### config.mk
export PLATFORM = sky130hd
export DESIGN_NAME = fetch_unit
export DESIGN_NICKNAME = d
export VERILOG_FILES = /design/src/rtl/fetch_unit.sv
export SDC_FILE = /design/constraint.sdc
export NUM_CORES = 1
export LEC_CHECK = 0
export BUFFER_PORTS_ARGS = -buffer_cell sky130_fd_sc_hd__buf_4
export CAP_MARGIN = 20
export CORE_MARGIN = 1.5
export CORE_UTILIZATION = 45
export DETAILED_ROUTE_END_ITERATION = 16
export GPL_TIMING_DRIVEN = 0
export PLACE_DENSITY = 0.71
export SLEW_MARGIN = 10
export SYNTH_ARGS = -nofsm -noshare
export SYNTH_HDL_FRONTEND = slang
export SYNTH_SLANG_ARGS = --single-unit
### constraint.sdc
create_clock -name clk -period 4.8 [get_ports clk]
set_input_delay 0.48 -clock clk [delete_from_list [all_inputs] [get_ports clk]]
set_output_delay 0.48 -clock clk [all_outputs]
set_load 0.1 [all_outputs]
### src/rtl/fetch_unit.sv
// Instruction-fetch stage: drives the PC next-value, fetches over a req/ack
// memory handshake and presents instruction + PC+4 to decode through a
// valid/ready IF/ID register backed by a one-entry skid buffer.
module fetch_unit #(
    parameter logic [31:0] RESET_PC = 32'h0000_0000
) (
    input  logic        clk,
    input  logic        reset,
    input  logic [31:0] pc_in,
    output logic [31:0] pc_next,
    output logic        imem_req,
    output logic [31:0] imem_addr,
    input  logic        imem_ack,
    input  logic [31:0] imem_rdata,
    output logic        if_valid,
    output logic [31:0] if_instr,
    output logic [31:0] if_pc_plus4,
    input  logic        id_ready,
    input  logic        redirect_valid,
    input  logic [31:0] redirect_target
);

    // The skid buffer is full exactly when the FSM is in STALL, so it needs
    // no valid bit of its own.
    typedef enum logic [1:0] {
        START = 2'd0,
        FETCH = 2'd1,
        STALL = 2'd2,
        DRAIN = 2'd3
    } state_t;

    state_t      state_q, state_d;
    logic        if_valid_q, if_valid_d;
    logic [31:0] if_instr_q, if_instr_d;
    logic [31:0] if_pc4_q, if_pc4_d;
    logic [31:0] skid_instr_q, skid_instr_d;
    logic [31:0] skid_pc4_q, skid_pc4_d;
    logic [31:0] drain_addr_q, drain_addr_d;

    logic        xfer;
    logic        slot_free;
    logic [31:0] pc_plus4;
    logic [31:0] redir_pc;

    assign xfer      = if_valid_q && id_ready && !redirect_valid;
    assign slot_free = !if_valid_q || xfer;
    assign pc_plus4  = pc_in + 32'd4;
    assign redir_pc  = redirect_target & ~32'h3;

    assign if_valid    = if_valid_q;
    assign if_instr    = if_instr_q;
    assign if_pc_plus4 = if_pc4_q;

    // Next-state, PC selection and memory request generation.
    always_comb begin
        state_d      = state_q;
        if_valid_d   = if_valid_q;
        if_instr_d   = if_instr_q;
        if_pc4_d     = if_pc4_q;
        skid_instr_d = skid_instr_q;
        skid_pc4_d   = skid_pc4_q;
        drain_addr_d = drain_addr_q;
        pc_next      = pc_in;
        imem_req     = 1'b0;
        imem_addr    = pc_in;

        case (state_q)
            START: begin
                // Redirects are ignored here; the PC register is loaded with
                // the reset vector so FETCH starts from it.
                pc_next = RESET_PC;
                state_d = FETCH;
            end
            FETCH: begin
                imem_req = 1'b1;
                if (redirect_valid) begin
                    pc_next    = redir_pc;
                    if_valid_d = 1'b0;
                    if (!imem_ack) begin
                        // Request still outstanding: finish it at the old
                        // address before issuing the target fetch.
                        drain_addr_d = pc_in;
                        state_d      = DRAIN;
                    end
                end else if (imem_ack) begin
                    pc_next = pc_plus4;
                    if (slot_free) begin
                        if_valid_d = 1'b1;
                        if_instr_d = imem_rdata;
                        if_pc4_d   = pc_plus4;
                    end else begin
                        skid_instr_d = imem_rdata;
                        skid_pc4_d   = pc_plus4;
                        state_d      = STALL;
                    end
                end else if (xfer) begin
                    if_valid_d = 1'b0;
                end
            end
            STALL: begin
                if (redirect_valid) begin
                    pc_next    = redir_pc;
                    if_valid_d = 1'b0;
                    state_d    = FETCH;
                end else if (xfer) begin
                    if_instr_d = skid_instr_q;
                    if_pc4_d   = skid_pc4_q;
                    state_d    = FETCH;
                end
            end
            DRAIN: begin
                imem_req  = 1'b1;
                imem_addr = drain_addr_q;
                if (redirect_valid) begin
                    pc_next    = redir_pc;
                    if_valid_d = 1'b0;
                end
                if (imem_ack) begin
                    state_d = FETCH;
                end
            end
            default: begin
                state_d = START;
            end
        endcase
    end

    // Control state and the IF/ID register, cleared asynchronously.
    always_ff @(posedge clk or posedge reset) begin
        if (reset) begin
            state_q    <= START;
            if_valid_q <= 1'b0;
            if_instr_q <= 32'h0;
            if_pc4_q   <= 32'h0;
        end else begin
            state_q    <= state_d;
            if_valid_q <= if_valid_d;
            if_instr_q <= if_instr_d;
            if_pc4_q   <= if_pc4_d;
        end
    end

    // Skid payload and abandoned address; only read while the FSM says valid.
    always_ff @(posedge clk) begin
        skid_instr_q <= skid_instr_d;
        skid_pc4_q   <= skid_pc4_d;
        drain_addr_q <= drain_addr_d;
    end

endmodule

==> impl_metrics.json, run 1 <==
{
  "status": "finished, final reports clean",
  "post-route-drc-count": 0,
  "fillerInstances": 1469,
  "ant_nets": 0,
  "clkSinkCount": 163,
  "crit_arrival_ps": 2930,
  "start_util": 0.457,
  "r2r_end": "skid_instr_q[16]",
  "min_delay_worst_endpoint": "drain_addr_q[18]",
  "power.density_mw_per_mm2": 481,
  "insertedDiodeCount": 0,
  "tightest_slew_ps": 834,
  "finalCritPeriodShare": 0.711,
  "synth_nets": 840,
  "cts_tree": "yes",
  "path_class": "in -> out",
  "hpwl_um": 17300,
  "cts_root_buffer": "clkbuf_16",
  "min_from": "pc_in[18]",
  "ys_warn_count": 0,
  "std_cell_rows": 48,
  "via_per_inst": 5.54,
  "regToRegSetupSlack_ps": 1800,
  "endpoint_kind": "primary output",
  "io_pins": 231,
  "vdd_drop_max_mv": 0.278,
  "grt_pass1_wl_um": 36100,
  "layout_common_cells": "231 x buf_4, 112 x nand2_1, 96 x edfxtp_1",
  "synth_edf_count": 96,
  "slew_headroom": 0.439,
  "track_usage": 0.259,
  "postCtsResizedCells": 0,
  "final_layout_size_suffix_gt1_frac": 0.317,
  "max_freq_mhz": 293,
  "syn-cell-area_mm2": 0.00785,
  "grt_setup_unrepaired": "false",
  "r2r_cells": 7,
  "postSynthAreaPerCell_um2": 10.6,
  "initialDrtViolationCount": 448,
  "die_y_um": 135,
  "grt_max_degree": 57,
  "cp.required_ps": 4320,
  "setup_viol_count_final": 0,
  "grt_antenna_before_repair": 0,
  "crit_fanout": 8,
  "dp.cells": 1198,
  "crit-reg2reg-launch": "state_q[1]",
  "cts_buffers": 17,
  "die_w_um": 135,
  "period_needed_ps": 3410,
  "synthCells": 738,
  "hold_violations": 0,
  "wl_um": 23100,
  "wl_per_cell_um": 18.7,
  "hold_path.class": "in -> reg",
  "first_pass_iters": 6,
  "syn_to_final_growth_pct": 34.2,
  "portBuffers": 228,
  "skew_ps": 8.60,
  "core_mm2": 0.0172,
  "gr-total-overflow": 0,
  "synth-seq-cells": 163,
  "first_global_vias": 6702,
  "num_vias": 6825,
  "slew_violations": 0,
  "synth_flop_cell": "edfxtp_1",
  "ys_types": 55,
  "maxCapViolCount": 0,
  "async_reset_ff_frac": 0.411,
  "p_leak_nw": 4.38,
  "dieArea_mm2": 0.0182,
  "instances_no_fill": 1231,
  "insertion_delay_ps": 430,
  "ys_seq_area_frac": 0.581,
  "cts_max_path_buffers": 2,
  "final_common_cell": "buf_4",
  "nNetsFinal": 1095,
  "clk_pin_slew_worst_paths_ps": 70,
  "hold_depth": 1,
  "worstSetupStartpointType": "input port",
  "final_util": 0.613,
  "gp_congestion": 0.906,
  "htree_levels": 4
}
[cell usage after synthesis (all sizes together), types with 14 or more instances]
master	instances	share of area
and3	17	0.014
inv	18	0.0086
xnor2	18	0.020
edfxtp	96	0.37
nand3	19	0.015
nand2	112	0.054
dfrtp	67	0.21
a31oi	36	0.029
nor3	16	0.010
xor2	14	0.016
o22ai	16	0.013
a21oi	30	0.019
o21ai	31	0.020
nor2	71	0.034
clkbuf	45	0.022
mux2	32	0.046
[power by group]
part	total (W)	internal, W	switching (W)
clock	0.00128	0.000691	0.000592
combinational	0.00207	0.000426	0.00165
sequential	0.00171	0.00163	0.0000768
total	0.00507	0.00275	0.00232
[routing by layer]
layer,vias to the layer above,part of all wire,track usage
met4,0,0.020,0.0896
met5,-,0,0
li1,3201,-,-
met2,356,0.46,0.411
met3,37,0.089,0.0619
met1,3231,0.43,0.348
[critical path, cell delays in order]
cell,delay [ps]
buf_4,80
clkbuf_1,350
nand3_1,160
or4_4,530
or4_1,560
xor2_1,210
o22ai_1,220
buf_4,340
[cell families (layout without fill, tap and decap cells)]
group                    after synthesis  count (layout)  share of synthesized area
adder cells (fa/ha/maj)                1               1                    0.00159
AND/OR/NAND/NOR                      285             285                      0.174
flip-flops                           163             163                      0.581
buffers and inverters                 71             339                     0.0354
multiplexers                          39              39                     0.0549
XOR/XNOR                              32              32                     0.0357
AO/OA/AOI/OAI                        147             147                      0.118
[stage by stage]
| stage | setup WS [ps] | total power, W | TNS [ps] | hold WS [ps] | instance area [um^2] |
|---|---|---|---|---|---|
| detailed placement | 1420 | 0.00381 | 0 | 412 | 9960 |
| floorplan | 27.3 | 0.00331 | 0 | 465 | 7850 |
| global route | 1190 | 0.00523 | 0 | 216 | 10500 |
| finish | 1390 | 0.00507 | 0 | 230 | 10500 |
| CTS | 1410 | 0.00509 | 0 | 218 | 10500 |
| global placement | -2170 | 0.00379 | -167920 | 466 | 9840 |
[sequential cells by signal, indices dropped and copies added (netlist names)]
signal and flops:
if_valid 1, skid_instr_q 32, state_q 2, drain_addr_q 32, if_instr 32, if_pc_plus4 32
skid_pc4_q 32
[worst max-delay path by stage]
stage	end	cells after the start	startpoint
after floorplan	drain_addr_q[0]	4	redirect_valid
after global placement	drain_addr_q[23]	5	redirect_valid
after detailed placement	drain_addr_q[23]	8	redirect_valid
after CTS	pc_next[31]	8	pc_in[16]
after global routing	pc_next[26]	8	pc_in[2]
final	pc_next[31]	8	pc_in[16]
[timing repair]
action	4_1_cts	5_1_grt
setup buffers	0	0
hold buffers	1	0
hold endpoints to repair	11	0
[cell type report]
class / count / area [um^2] / share of cell area
sequential: 163 / 4560 / 0.433
multi-input combinational: 504 / 3020 / 0.287
timing repair buffer: 236 / 1820 / 0.173
clock buffer: 18 / 439 / 0.0417
tap: 225 / 282 / 0.0267
buffer: 53 / 210 / 0.0200
clock inverter: 14 / 119 / 0.0113
inverter: 18 / 70.1 / 0.00666
Power figures use the tool's default switching activity.
==> run 2, diff against run 1 <==
==> constraint.sdc (replaced) <==
create_clock -name clk -period 3.44 [get_ports clk]
set_input_delay 0.344 -clock clk [delete_from_list [all_inputs] [get_ports clk]]
set_output_delay 0.344 -clock clk [all_outputs]
set_load 0.1 [all_outputs]
==> impl_metrics.json, run 2 (same netlist as run 1, synthesis figures left out) <==
{
  "status": "finished, final reports clean",
  "grt_max_degree": 43,
  "wl_um": 23200,
  "grt_pass1_wl_um": 36000,
  "max_freq_mhz": 313,
  "period_needed_ps": 3190,
  "clkSinkCount": 163,
  "cts_root_buffer": "clkbuf_16",
  "portBuffers": 228,
  "hold_violations": 0,
  "endpoint_kind": "primary output",
  "core_mm2": 0.0172,
  "final_layout_size_suffix_gt1_frac": 0.320,
  "htree_levels": 4,
  "setup_viol_count_final": 0,
  "insertion_delay_ps": 430,
  "gr-total-overflow": 0,
  "p_leak_nw": 4.38,
  "die_y_um": 135,
  "post-route-drc-count": 0,
  "cts_tree": "yes",
  "hpwl_um": 17500,
  "track_usage": 0.258,
  "via_per_inst": 5.55,
  "hold_path.class": "in -> reg",
  "placed_cell_area_mm2": 0.00998,
  "num_vias": 6824,
  "vdd_drop_max_mv": 0.467,
  "syn_to_final_growth_pct": 34.5,
  "std_cell_rows": 48,
  "skew_ps": 11.0,
  "crit_fanout": 10,
  "path_buf_inv": 2,
  "dp.cells": 1196,
  "slew_headroom": 0.423,
  "crit_arrival_ps": 2850,
  "maxCapViolCount": 0,
  "cts_max_path_buffers": 2,
  "cp_top_family": "simple AND/OR/NAND/NOR gates",
  "cts_buffers": 17,
  "ant_nets": 0,
  "cp.required_ps": 3100,
  "nNetsFinal": 1093,
  "wl_per_cell_um": 18.9,
  "fin_hold_ws_ps": 97.3,
  "finalCritPeriodShare": 0.929,
  "start_util": 0.457,
  "power.density_mw_per_mm2": 674,
  "io_pins": 231,
  "instances_no_fill": 1229,
  "crit_chain": "clkbuf_1 -> nand3b_1 -> nor2_1 -> and3_1 -> a221o_1 -> buf_4",
  "insertedDiodeCount": 0,
  "layout_common_cells": "228 x buf_4, 112 x nand2_1, 96 x edfxtp_1",
  "tightest_slew_ps": 859,
  "clk_pin_slew_worst_paths_ps": 70,
  "die_w_um": 135,
  "first_global_vias": 6596,
  "finalInstanceArea_mm2": 0.0106,
  "slowest_stage": "nor2_1",
  "cp_slowest_stage_delay_ps": 670,
  "initialDrtViolationCount": 423,
  "dieArea_mm2": 0.0182,
  "final_common_cell": "buf_4",
  "grt_setup_unrepaired": "false",
  "gp_congestion": 0.934,
  "path_class": "reg -> out",
  "grt_antenna_before_repair": 0,
  "tns_ps": 0,
  "worstSetupStartpointType": "flop",
  "first_pass_iters": 5,
  "slew_violations": 0
}
## run 2: report_power, final
group	switching (W)	leakage (nW)	internal, W
Clock	0.000801	0.277	0.00102
Sequential	0.000107	1.65	0.00228
Combinational	0.00230	2.46	0.000596
Total	0.00321	4.38	0.00390
## run 2: worst reg2reg max path, stage by stage, from the launching register on
cell and delay [ps]:
dfrtp_1 430, and3b_1 220, clkbuf_1 320, nand2_1 290
clkbuf_1 390, nor2_4 410, buf_12 260, buf_12 220
## run 2: repair_timing
action,CTS,global route
resized for setup,0,0
hold buffers,1,0
setup buffers,0,0
endpoints found under the hold margin,25,0
## run 2: layer usage
| metal | part of all wire | vias up | GRT usage |
|---|---|---|---|
| met5 | 0 | - | 0 |
| li1 | - | 3203 | - |
| met4 | 0.016 | 0 | 0.0753 |
| met2 | 0.47 | 342 | 0.419 |
| met1 | 0.43 | 3244 | 0.344 |
| met3 | 0.085 | 35 | 0.0619 |
## run 2: stage by stage
step | util | power, W | setup WS [ps]
after floorplan | - | 0.00463 | -222
after global routing | 0.614 | 0.00734 | 153
after detailed placement | 0.581 | 0.00533 | 370
after global placement | 0.575 | 0.00529 | -1340
after CTS | 0.614 | 0.00713 | 339
final | 0.614 | 0.00711 | 245
## run 2: layout make-up
| cell class | instances | area, um^2 |
|---|---|---|
| Timing Repair Buffer | 234 | 1810 |
| Multi-Input combinational cell | 504 | 3060 |
| Sequential cell | 163 | 4560 |
| Clock buffer | 18 | 439 |
| Buffer | 53 | 210 |
| Clock inverter | 14 | 126 |
| Fill cell | 1481 | 6620 |
| Inverter | 18 | 70.1 |
| Tap cell | 225 | 282 |
## run 2: worst paths after layout
check | from | to | slack [ps] | cells after the start
worst min register to register | if_pc_plus4[10] | if_pc_plus4[10] | 480 | 2
worst max-delay path | state_q[1] | pc_next[30] | 250 | 6
max in group asynchronous | reset | if_pc_plus4[13] | 2440 | 4
min in group asynchronous | reset | if_instr[1] | 470 | 3
worst max register to register | state_q[1] | skid_instr_q[1] | 590 | 7
worst min-delay path | pc_in[6] | drain_addr_q[6] | 100 | 1
==> run 3, diff against run 2 <==
--- a/config.mk
+++ b/config.mk
@@ -5,7 +5,7 @@
 export SDC_FILE = /design/constraint.sdc
 export NUM_CORES = 1
 export LEC_CHECK = 0
-export BUFFER_PORTS_ARGS = -buffer_cell sky130_fd_sc_hd__buf_4
+export BUFFER_PORTS_ARGS = -buffer_cell sky130_fd_sc_hd__buf_2
 export CAP_MARGIN = 20
 export CORE_MARGIN = 1.5
 export CORE_UTILIZATION = 45
==> impl_metrics.json, run 3 (same netlist as run 1, synthesis figures left out) <==
{
  "p_int_w": 0.00387,
  "crit_fanout": 10,
  "path_class": "reg -> out",
  "wl_um": 22800,
  "fillerInstances": 1522,
  "std_cell_rows": 48,
  "setup_viol_count_final": 0,
  "endpoint_kind": "primary output",
  "clkSinkCount": 163,
  "cts_tree": "yes",
  "cp_slowest_stage_delay_ps": 680,
  "instances_no_fill": 1229,
  "switching_share": 0.455,
  "crit_chain": "clkbuf_1 -> nand3b_1 -> nor2_1 -> and3_1 -> a221o_1 -> buf_2",
  "worstSetupStartpointType": "flop",
  "grt_max_degree": 40,
  "num_vias": 6686,
  "period_needed_ps": 3350,
  "cts_max_path_buffers": 2,
  "power.total_w": 0.00709,
  "clk_pin_slew_worst_paths_ps": 70,
  "dp_slack_ps": 230,
  "gr-total-overflow": 0,
  "skew_ps": 8.62,
  "final_common_cell": "buf_2",
  "maxCapViolCount": 0,
  "via_per_inst": 5.44,
  "insertedDiodeCount": 0,
  "slew_headroom": 0.444,
  "track_usage": 0.255,
  "io_pins": 231,
  "start_util": 0.457,
  "gp_congestion": 0.944,
  "die_y_um": 135,
  "clkPwrFrac": 0.282,
  "portBuffers": 228,
  "first_pass_iters": 6,
  "placed_cell_area_mm2": 0.00941,
  "multi_input_area_mm2": 0.00306,
  "hold_path.class": "in -> reg",
  "max_freq_mhz": 299,
  "crit_arrival_ps": 3000,
  "power.density_mw_per_mm2": 706,
  "insertion_delay_ps": 420,
  "first_global_vias": 6534,
  "fin_hold_ws_ps": 108,
  "status": "finished, final reports clean",
  "ant_nets": 0,
  "post-route-drc-count": 0,
  "p_sw_w": 0.00322,
  "hold_violations": 0,
  "initialDrtViolationCount": 447,
  "slew_violations": 0,
  "cts_buffers": 17,
  "setup_ws_ps": 94.4,
  "finalCritPeriodShare": 0.973,
  "combPwrFrac": 0.383,
  "seq_power_share": 0.335,
  "final_layout_size_suffix_gt1_frac": 0.320,
  "p_leak_nw": 4.22,
  "cp_top_family": "simple AND/OR/NAND/NOR gates",
  "htree_levels": 4,
  "final-seq-area_mm2": 0.00456,
  "hpwl_um": 17100,
  "layout_common_cells": "230 x buf_2, 112 x nand2_1, 96 x edfxtp_1",
  "core_mm2": 0.0172,
  "nNetsFinal": 1093,
  "wl_per_cell_um": 18.5,
  "grt_setup_unrepaired": "false",
  "grt_antenna_before_repair": 1,
  "dp.cells": 1196,
  "tightest_slew_ps": 832,
  "vdd_drop_max_mv": 0.459,
  "slowest_stage": "nor2_1",
  "cts_root_buffer": "clkbuf_16",
  "cp.required_ps": 3100,
  "die_w_um": 135,
  "dieArea_mm2": 0.0182,
  "syn_to_final_growth_pct": 28.1,
  "grt_pass1_wl_um": 35600,
  "finalInstanceArea_mm2": 0.0100,
  "path_buf_inv": 2
}
[run 3: what timing repair did]
action | in CTS | in global routing
setup buffers | 0 | 0
resized for setup | 0 | 1
endpoints found under the setup margin | 0 | 2
endpoints found under the hold margin | 28 | 0
hold buffers | 1 | 0
[run 3: routing by layer]
| metal | share of wire | GRT usage | routed length, um |
|---|---|---|---|
| met5 | 0.00053 | 0 | 12 |
| met2 | 0.47 | 0.417 | 10600 |
| met1 | 0.43 | 0.338 | 9890 |
| met4 | 0.016 | 0.0806 | 365 |
| met3 | 0.082 | 0.0608 | 1870 |
[run 3: path summary, 6_finish.rpt]
check / startpoint / end / slack [ps] / cells past startpoint
worst max register to register: state_q[1] / skid_instr_q[0] / 500 / 7
worst min register to register: if_pc_plus4[2] / if_pc_plus4[2] / 480 / 2
min in group asynchronous: reset / if_instr[0] / 480 / 3
worst max-delay path: state_q[1] / pc_next[30] / 90 / 6
max in group asynchronous: reset / if_pc_plus4[15] / 2410 / 4
worst min-delay path: imem_rdata[24] / skid_instr_q[24] / 110 / 1
[run 3: stage by stage]
stage / TNS [ps] / utilization
global placement: -112230 / 0.542
detailed placement: 0 / 0.548
floorplan: -652 / -
finish: 0 / 0.585
CTS: 0 / 0.585
global route: 0 / 0.585
[run 3: power by group through the flow]
stage	registers, W	logic [W]	clock network (W)
after floorplan	0.00367	0.000959	0
after global routing	0.00240	0.00281	0.00211
after CTS	0.00237	0.00272	0.00203
after global placement	0.00241	0.00269	0
after detailed placement	0.00242	0.00272	0
final	0.00237	0.00272	0.00200
[run 3: layout make-up]
type                       instances  area share
sequential                       163       0.454
multi-input combinational        504       0.305
timing repair buffer             234       0.124
clock buffer                      18      0.0427
tap                              225      0.0280
buffer                            53      0.0209
clock inverter                    14      0.0193
inverter                          18     0.00697
[run 3: worst reg2reg max path, stage by stage, from the launching register on]
cell	delay (ps)
dfrtp_1	450
and3b_1	230
clkbuf_1	300
nand2_1	300
clkbuf_1	390
nor2_4	500
buf_12	270
buf_16	200
